[config.mk]
export PLATFORM = sky130hd
export DESIGN_NAME = rom_prefetch_buffer
export DESIGN_NICKNAME = d
export VERILOG_FILES = /design/src/rtl/rom_prefetch_buffer.sv
export SDC_FILE = /design/constraint.sdc
export NUM_CORES = 1
export LEC_CHECK = 0
export CORE_MARGIN = 2
export CORE_UTILIZATION = 30
export DETAILED_ROUTE_END_ITERATION = 8
export PLACE_DENSITY = 0.47
export SLEW_MARGIN = 15
export SYNTH_ARGS = -nofsm -noshare
export SYNTH_HDL_FRONTEND = slang
export SYNTH_SLANG_ARGS = --single-unit
export TNS_END_PERCENT = 1
[constraint.sdc]
create_clock -name clk -period 5.9 [get_ports clk]
set_input_delay 1.77 -clock clk [delete_from_list [all_inputs] [get_ports clk]]
set_output_delay 1.77 -clock clk [all_outputs]
set_load 0.01 [all_outputs]
[src/rtl/rom_prefetch_buffer.sv]
// Sequential instruction prefetcher between a CPU fetch port and a ROM with a
// fixed one-cycle response latency. It streams ahead of the CPU into a small
// FIFO and redirects the stream whenever the CPU asks for a word it does not hold.
module rom_prefetch_buffer #(
    parameter int ADDR_WIDTH = 15,
    parameter int DATA_WIDTH = 32,
    parameter int DEPTH      = 4
) (
    input  logic                  clk,
    input  logic                  rst,
    input  logic                  cpu_req,
    input  logic [ADDR_WIDTH-1:0] cpu_addr,
    input  logic                  flush,
    output logic [DATA_WIDTH-1:0] cpu_data,
    output logic                  cpu_ack,
    output logic [ADDR_WIDTH-1:0] rom_addr,
    output logic                  rom_stb,
    input  logic [DATA_WIDTH-1:0] rom_data,
    input  logic                  rom_ack
);

    localparam int WAW = ADDR_WIDTH - 2;     // word-address width
    localparam int PW  = $clog2(DEPTH);      // FIFO pointer width
    localparam int CW  = PW + 1;             // count width, holds 0..DEPTH

    typedef enum logic {S_IDLE, S_STREAM} state_t;

    state_t          state_q, state_d;
    logic [CW-1:0]   count_q, count_d;
    logic [PW-1:0]   rd_ptr_q, rd_ptr_d;
    logic [PW-1:0]   wr_ptr_q, wr_ptr_d;
    logic [WAW-1:0]  pf_ptr_q, pf_ptr_d;       // next word to prefetch
    logic            issued_q, issued_d;       // a strobe went out last cycle
    logic [WAW-1:0]  issued_addr_q, issued_addr_d;
    logic [WAW-1:0]  fifo_addr_q [DEPTH];
    logic [WAW-1:0]  fifo_addr_d [DEPTH];
    logic [DATA_WIDTH-1:0] fifo_data_q [DEPTH];
    logic [DATA_WIDTH-1:0] fifo_data_d [DEPTH];

    logic [WAW-1:0]  req_word;
    logic [CW-1:0]   occ;
    logic            hit, pending, redirect, stream_stb, push;
    logic            unused_addr_lsbs;

    // Byte-offset bits of the fetch address carry no information.
    assign unused_addr_lsbs = ^cpu_addr[1:0];

    // Request classification, ROM strobe generation and next-state logic.
    // Reset gates every decision so the outputs read zero while rst is high.
    always_comb begin
        req_word   = cpu_addr[ADDR_WIDTH-1:2];
        // In-flight strobe counts against capacity; a same-cycle pop does not.
        occ        = count_q + CW'(issued_q);
        hit        = !rst && cpu_req && !flush && (count_q != '0)
                     && (fifo_addr_q[rd_ptr_q] == req_word);
        pending    = !rst && cpu_req && !flush && (count_q == '0)
                     && issued_q && (issued_addr_q == req_word);
        redirect   = !rst && cpu_req && !flush && !hit && !pending;
        stream_stb = !rst && !flush && !redirect && (state_q == S_STREAM)
                     && (occ < CW'(DEPTH));
        // Only a response to our own strobe that is not being discarded lands.
        push       = !rst && rom_ack && issued_q && !redirect && !flush;

        cpu_ack  = hit;
        cpu_data = hit ? fifo_data_q[rd_ptr_q] : '0;
        rom_stb  = redirect || stream_stb;
        rom_addr = redirect   ? {req_word, 2'b00} :
                   stream_stb ? {pf_ptr_q, 2'b00} : '0;

        state_d       = state_q;
        count_d       = count_q;
        rd_ptr_d      = rd_ptr_q;
        wr_ptr_d      = wr_ptr_q;
        pf_ptr_d      = pf_ptr_q;
        fifo_addr_d   = fifo_addr_q;
        fifo_data_d   = fifo_data_q;
        issued_d      = rom_stb;
        issued_addr_d = rom_addr[ADDR_WIDTH-1:2];

        if (redirect) begin
            state_d  = S_STREAM;
            count_d  = '0;
            rd_ptr_d = '0;
            wr_ptr_d = '0;
            pf_ptr_d = req_word + WAW'(1);
        end else if (flush) begin
            state_d  = S_IDLE;
            count_d  = '0;
            rd_ptr_d = '0;
            wr_ptr_d = '0;
        end else begin
            if (stream_stb) pf_ptr_d = pf_ptr_q + WAW'(1);
            if (push) begin
                fifo_addr_d[wr_ptr_q] = issued_addr_q;
                fifo_data_d[wr_ptr_q] = rom_data;
                wr_ptr_d = wr_ptr_q + PW'(1);
            end
            if (hit) rd_ptr_d = rd_ptr_q + PW'(1);
            count_d = count_q + CW'(push) - CW'(hit);
        end
    end

    // State register with synchronous reset.
    always_ff @(posedge clk) begin
        if (rst) begin
            state_q       <= S_IDLE;
            count_q       <= '0;
            rd_ptr_q      <= '0;
            wr_ptr_q      <= '0;
            pf_ptr_q      <= '0;
            issued_q      <= 1'b0;
            issued_addr_q <= '0;
            for (int i = 0; i < DEPTH; i++) begin
                fifo_addr_q[i] <= '0;
                fifo_data_q[i] <= '0;
            end
        end else begin
            state_q       <= state_d;
            count_q       <= count_d;
            rd_ptr_q      <= rd_ptr_d;
            wr_ptr_q      <= wr_ptr_d;
            pf_ptr_q      <= pf_ptr_d;
            issued_q      <= issued_d;
            issued_addr_q <= issued_addr_d;
            fifo_addr_q   <= fifo_addr_d;
            fifo_data_q   <= fifo_data_d;
        end
    end

endmodule

# Word level (Yosys, flattened, before mapping)
# Cells that the tools add are included.
[classes]
n_addsub = 7
mul = 0
div_mod_pow = 0
n_lt_le_gt_ge = 4
n_eq_ne = 3
n_shift = 0
mux = 20
n_bitwise = 4
reduce_logical = 31
[op_table]
columns = ["op", "count"]
rows = [
  ["$bwmux 128", 1],
  ["$mux 32", 4],
  ["$mux 13", 6],
  ["$bmux 32 s2", 1],
  ["$demux 32 s2", 1],
  ["$bwmux 52", 1],
  ["$mux 15", 2],
  ["$add 13x1->13 const B", 2],
  ["$bmux 13 s2", 1],
  ["$demux 13 s2", 1],
  ["$eq 13x13->1", 2],
  ["$logic_and 1x1->1", 18],
  ["$add 3x1->3", 2],
  ["$ge 3x3->1 const B", 2],
  ["$not 2->3", 2],
  ["$logic_not 1->1", 5],
  ["$add 2x1->2 const B", 2],
  ["$reduce_bool 2->1", 2],
  ["$logic_not 3->1", 1],
  ["$lt 3x1->1 const B", 1],
  ["$lt 3x3->1 const B", 1],
  ["$reduce_and 3->1", 1],
  ["$reduce_bool 3->1", 1],
  ["$reduce_or 3->1", 1],
  ["other kinds (6)", 8],
]
[totals]
ff_bits = 215
latchBits = 0
ram_bits = 0
romBits = 0
output_inout_bits = 49
n_memories = 0

# Logic depth before layout (Yosys ltp)
# Gate-level depths: netlist (run 1).
[logic_depth]
word_depth = 16
ltp_mapped = 20
depth_no_buf = 15

# Worst setup path after synthesis (run 1)
# Ideal clock, no wire load.
[synth_timing]
path_kind = "input port to output port"
from = "in cpu_addr[11]"
to = "out rom_addr[3]"
arrival_time_ns = 3.756
required_time_ns = 4.130
path_slack_ns = 0.374
path_stages = 9
cell_sequence = "clkbuf_1 > xnor2_1 > nand4_1 > nor4_1 > a21oi_1 > and2_1 > clkbuf_1 > mux2_2 > and2_1"
[synth_via]
elab_chain_cells = 11
word_cells_on_any_way = 14
classes_between = "eq/ne (2); mux (2); reduce/logical (10)"
[synth_lines]
columns = ["item", "line_no", "source"]
rows = [
  ["start, declared", "12", "input logic [ADDR_WIDTH-1:0] cpu_addr,"],
  ["$eq 13x13->1", "55", "&& (fifo_addr_q[rd_ptr_q] == req_word);"],
  ["$logic_and 1x1->1", "55", ""],
  ["$logic_not 1->1", "58", "redirect = !rst && cpu_req && !flush && !hit && !pending;"],
  ["$logic_and 1x1->1", "58", ""],
  ["$logic_and 1x1->1 *", "58", ""],
  ["$logic_not 1->1", "59", "stream_stb = !rst && !flush && !redirect && (state_q == S_STREAM)"],
  ["$logic_and 1x1->1 (2 in series)", "59", ""],
  ["$logic_and 1x1->1", "60", "&& (occ < CW'(DEPTH));"],
  ["$mux 15", "68", "stream_stb ? {pf_ptr_q, 2'b00} : '0;"],
  ["$mux 15 *", "67", "rom_addr = redirect ? {req_word, 2'b00} :"],
  ["end, declared", "16", "output logic [ADDR_WIDTH-1:0] rom_addr,"],
]
# Every way passes the cells marked *; elsewhere a longest branch is shown, timed or not.

# Worst setup path after layout (run 1)
# Same ends and word-level chain as after synthesis.

==> results of run 1 <==
Yosys cell counts (5+ instances only):
cell                       count  area [um2]
sky130_fd_sc_hd__clkbuf_1     44         165
sky130_fd_sc_hd__and3_1        5        31.3
sky130_fd_sc_hd__nand2_1      56         210
sky130_fd_sc_hd__ha_1          7        87.6
sky130_fd_sc_hd__nand4_1      13        81.3
sky130_fd_sc_hd__and2_1       35         219
sky130_fd_sc_hd__xor2_1       15         131
sky130_fd_sc_hd__a211oi_1      8        60.1
sky130_fd_sc_hd__buf_12       16         320
sky130_fd_sc_hd__mux2i_1     182        1820
sky130_fd_sc_hd__o21ai_0       6        30.0
sky130_fd_sc_hd__inv_1         6        22.5
sky130_fd_sc_hd__dfxtp_1     215        4300
sky130_fd_sc_hd__a21oi_1       5        25.0
sky130_fd_sc_hd__nand3_1      21         105
sky130_fd_sc_hd__xnor2_1      36         315
sky130_fd_sc_hd__nor2_1      197         739
sky130_fd_sc_hd__mux4_2       45        1010
what timing repair did:
| item | CTS | global route |
|---|---|---|
| pin swaps | 0 | 1 |
| hold buffers | 0 | 0 |
| gates resized for setup | 8 | 42 |
| setup endpoints to repair | 47 | 45 |
| setup buffers | 0 | 1 |
power groups by stage:
stage,logic (mW),registers [mW],clock network [mW]
final,0.164,1.48,1.80
after global routing,0.178,1.48,1.92
after CTS,0.164,1.48,1.86
after detailed placement,0.163,1.51,0
after global placement,0.164,1.51,0
after floorplan,0.0770,1.50,0
layout by cell type (no fill, tap or decap), types with 5 or more instances in the layout:
master and count:
sky130_fd_sc_hd__ha_1 7, sky130_fd_sc_hd__buf_12 7, sky130_fd_sc_hd__mux4_2 45, sky130_fd_sc_hd__xnor2_1 35, sky130_fd_sc_hd__inv_1 5, sky130_fd_sc_hd__a211oi_1 8
sky130_fd_sc_hd__and2_1 32, sky130_fd_sc_hd__buf_4 57, sky130_fd_sc_hd__o21ai_0 6, sky130_fd_sc_hd__nor2_1 197, sky130_fd_sc_hd__clkdlybuf4s50_1 56, sky130_fd_sc_hd__xor2_1 15
sky130_fd_sc_hd__and3_1 5, sky130_fd_sc_hd__clkinv_2 6, sky130_fd_sc_hd__clkbuf_16 27, sky130_fd_sc_hd__nand3_1 21, sky130_fd_sc_hd__mux2i_1 181, sky130_fd_sc_hd__nand4_1 13
sky130_fd_sc_hd__nand2_1 56, sky130_fd_sc_hd__dlymetal6s2s_1 35, sky130_fd_sc_hd__dfxtp_1 213, sky130_fd_sc_hd__clkbuf_8 8, sky130_fd_sc_hd__bufinv_16 5
layer usage:
metal,vias up,track usage,part of all wire
met2,116,0.227,0.44
met5,-,0,0
met3,29,0.0244,0.041
met1,3358,0.206,0.50
met4,0,0.0342,0.019
li1,3517,-,-
how the worst max path moves through the flow:
stage / startpoint / to / slack [ps] / cells after the start
final: cpu_addr[11] / rom_addr[3] / -160 / 10
after global routing: cpu_addr[11] / rom_addr[3] / -320 / 10
after CTS: cpu_addr[7] / rom_addr[4] / -150 / 9
after detailed placement: cpu_addr[2] / rom_addr[3] / -340 / 8
after global placement: cpu_addr[2] / rom_addr[3] / -360 / 8
after floorplan: cpu_addr[11] / rom_addr[3] / 370 / 9
cell families (layout without fill, tap and decap cells):
logic type,count (synthesis),in the layout,share of synthesized area
simple gates,342,342,0.148
mux,228,228,0.284
xor+xnor,51,51,0.0445
compound gates,32,32,0.0226
buf+inv,82,216,0.0616
fa+ha+maj,8,8,0.0107
flops,215,215,0.429
other cells,1,2,0.000374
sequential cells by signal (all words and copies together) (netlist names):
name,count
fifo_addr_q,52
count_q,3
state_q,1
pf_ptr_q,13
issued_addr_q,13
rd_ptr_q,2
fifo_data_q,128
wr_ptr_q,2
issued_q,1
final cells by class:
| type | instances | area (um2) | area share |
|---|---|---|---|
| clock buffers | 37 | 793 | 0.0626 |
| clock inverters | 13 | 198 | 0.0156 |
| inverters | 6 | 22.5 | 0.00178 |
| multi-input cells | 663 | 5190 | 0.409 |
| flip-flops and latches | 215 | 4310 | 0.340 |
| well taps | 442 | 553 | 0.0436 |
| repair buffers | 160 | 1610 | 0.127 |
worst min-delay path, stage by stage, from the launching register on:
cell and delay, ps:
sky130_fd_sc_hd__dfxtp_1 310, sky130_fd_sc_hd__nand2_1 50, sky130_fd_sc_hd__nand2_1 40
==> results by stage, run 1 <==
Placed design:
- The total of buffers placed on input and output ports is 96.
- Counting tap cells, the placed design contains a total of around 1,500 instances.
- The worst setup timing slack at the placement stage is -340 ps.
- The detailed placement HPWL is 15,900 um.
- The congestion estimate from routability-driven global placement came to 0.758.
- The standard cell area after detailed placement is 0.0116 mm2.

Min path:
- The worst hold path begins at state_q.
- The worst hold path terminates at state_q.
- The hold-critical path depth is 2.
- The worst min-delay path class is reg -> reg.

Clock network:
- TritonCTS built the clock tree.
- Clock tree synthesis found a total of 215 sinks.
- The clock tree root driver cell is sky130_fd_sc_hd__clkbuf_16.
- Clock-pin slew was measured on the worst setup and hold paths at 60 ps.
- The clock passes through at most 3 buffers.
- The number of CTS-inserted buffers is 27.
- The count of H-tree levels built during CTS is 1.
- For the worst-skew pair, the clock arrives at the later sink with an insertion delay of 530 ps.

Setup path:
- The sort of element at the end of the critical path is an output pin.
- The highest-delay cell along the critical path is sky130_fd_sc_hd__clkdlybuf4s50_1.
- The endpoint of the lowest-slack register-to-register path is pf_ptr_q[12].
- Counting both buffers and inverters, the worst setup path holds a total of 3.
- The setup slack on the worst flop-to-flop path is 1570 ps.
- The number of cells on the worst reg-to-reg path is 14.
- Traced cell by cell, the critical path runs through clkdlybuf4s50_1 -> buf_4 -> xnor2_1 -> nand4_1 -> nor4_2 -> a21oi_2 -> and2_4 -> or2_2 -> and2_1 -> clkdlybuf4s50_1.
- The startpoint identified for the worst register-to-register timing path is rd_ptr_q[0].
- The data required time at the worst endpoint is between 4000 and 5000 ps.
- The maximum fanout encountered on the critical timing path is 9.
- The critical path class is in -> out.
- STA classifies the critical path startpoint as an input port.
- On the worst path, the slowest cell contributes a delay of 510 ps.
- The most common cell type on the critical path is sky130_fd_sc_hd__clkdlybuf4s50_1.
- The data arrival at the endpoint of the critical path is around 4300 ps.
- The cell family contributing the most delay on the critical path is buffers and inverters.

Yosys:
- Counting distinct cell types in the post-synthesis netlist gives 40.
- The synthesized design contains 0 enable-type register cells.
- The number of storage elements in the synthesis netlist is 215.
- The cell area after synthesis is 0.0100 mm2.
- For this run, the leading register cell type out of synthesis is sky130_fd_sc_hd__dfxtp_1.
- In this run the mean area of a mapped cell was around 10 um2.
- Of all flip-flops after synthesis, the portion carrying an async set or reset was 0.
- The sequential element share of the synthesized area is 0.429.
- The gate count after technology mapping is 959.
- For this run, the number of Yosys warnings is 0.

Pwr:
- Of the total power, the share spent switching nets is 0.215.
- The share of total power dissipated in the clock network is 0.522.
- Overall power consumption after layout is estimated at 3.44 mW.
- IR analysis of the VDD net gives a maximum drop of 0.185 mV.
- Dividing total power by cell area gives a power density of between 200 and 300 mW/mm2.
- For this design the static power due to leakage is 5.01 nW.
- The switching power total is 0.740 mW.
- The internal power of the cells is approximately 2.7 mW.
- The register share of total power is 0.430.
- The share of total power dissipated in combinational logic is 0.048.

GRT:
- The number of antenna violations at the first check in global routing is 0.
- The number of global-route vias before repair was 7,122.
- The maximum number of pins on one net before global-route repair is 194.
- The aggregate global-route resource usage is 0.144.
- The wire length of the first global-routing pass is roughly 41,000 um.
- The total congestion overflow after global routing is 0.

Layout:
- The final net count is between 1,000 and 1,500.
- Compared with the post-synthesis result, the final layout area differs by 26.3%.
- The non-filler instance count after layout is roughly 1,500.
- The share of the core filled with cells in the final layout is 0.387.
- After routing the design area is 0.0127 mm2.
- After filler insertion, the fill cell instance count of the layout stands at 3,266.
- The number of antenna diodes in the final layout is 0.
- The share of layout cells above drive strength 1 is 0.163.

STA:
- After layout, the minimum clock period comes to 6060 ps.
- The max-slew violation total from the final report was 0.
- The final count of negative-setup-slack endpoints is 10.
- At the pin with the least slew margin, the transition time is a little over 900 ps.
- The clock skew after layout is 12.6 ps.
- Dividing the final minimum period by the clock period gives 1.03.
- The maximum operating frequency is around 170 MHz.
- Setup repair after global routing could not meet its margin everywhere.
- Once routing completed, OpenROAD measured the worst setup slack at -158 ps.
- The worst hold-check slack is about 460 ps.
- The final hold violation count is 0.
- The setup total negative slack is -983 ps.
- The relative slew slack is 0.382.

Route:
- The count of TritonRoute iterations in the first routing pass is 4.
- After detailed routing, the number of remaining DRC violations is 0.
- The post-detailed-route count of antenna-violating nets is 0.
- The detailed-route vias per instance is around 4.6.
- The routed design has 25,500 um of wire.
- The number of violations reported at the end of detailed-routing iteration 0 is 293.
- Dividing the detail-routed wire length by the instance count gives 16.6 um.
- The detailed-route via count is 7,020.

Die:
- The chip width is 187 um.
- The number of top-level pins is 101.
- The vertical die dimension is 187 um.
- The die covers 0.0349 mm2.
- The initial core utilization is 0.306.
- The area of the core is 0.0328 mm2.
- The initialized floorplan defines 66 standard-cell rows.

Flow run:
- The number of maximum-capacitance constraint violations is 0.

Status:
- The checks that failed: setup timing.
- The flow ran to the end, but the final reports show violations.
Power figures use the tool's default switching activity.
==> run 2, diff against run 1 <==
--- a/config.mk
+++ b/config.mk
@@ -9,7 +9,7 @@
 export CORE_UTILIZATION = 30
 export DETAILED_ROUTE_END_ITERATION = 8
 export PLACE_DENSITY = 0.47
-export SLEW_MARGIN = 15
+export SLEW_MARGIN = 20
 export SYNTH_ARGS = -nofsm -noshare
 export SYNTH_HDL_FRONTEND = slang
 export SYNTH_SLANG_ARGS = --single-unit
==> results of run 2 <==
Same layout as run 1: the final DEF is identical, and so are final timing and power.
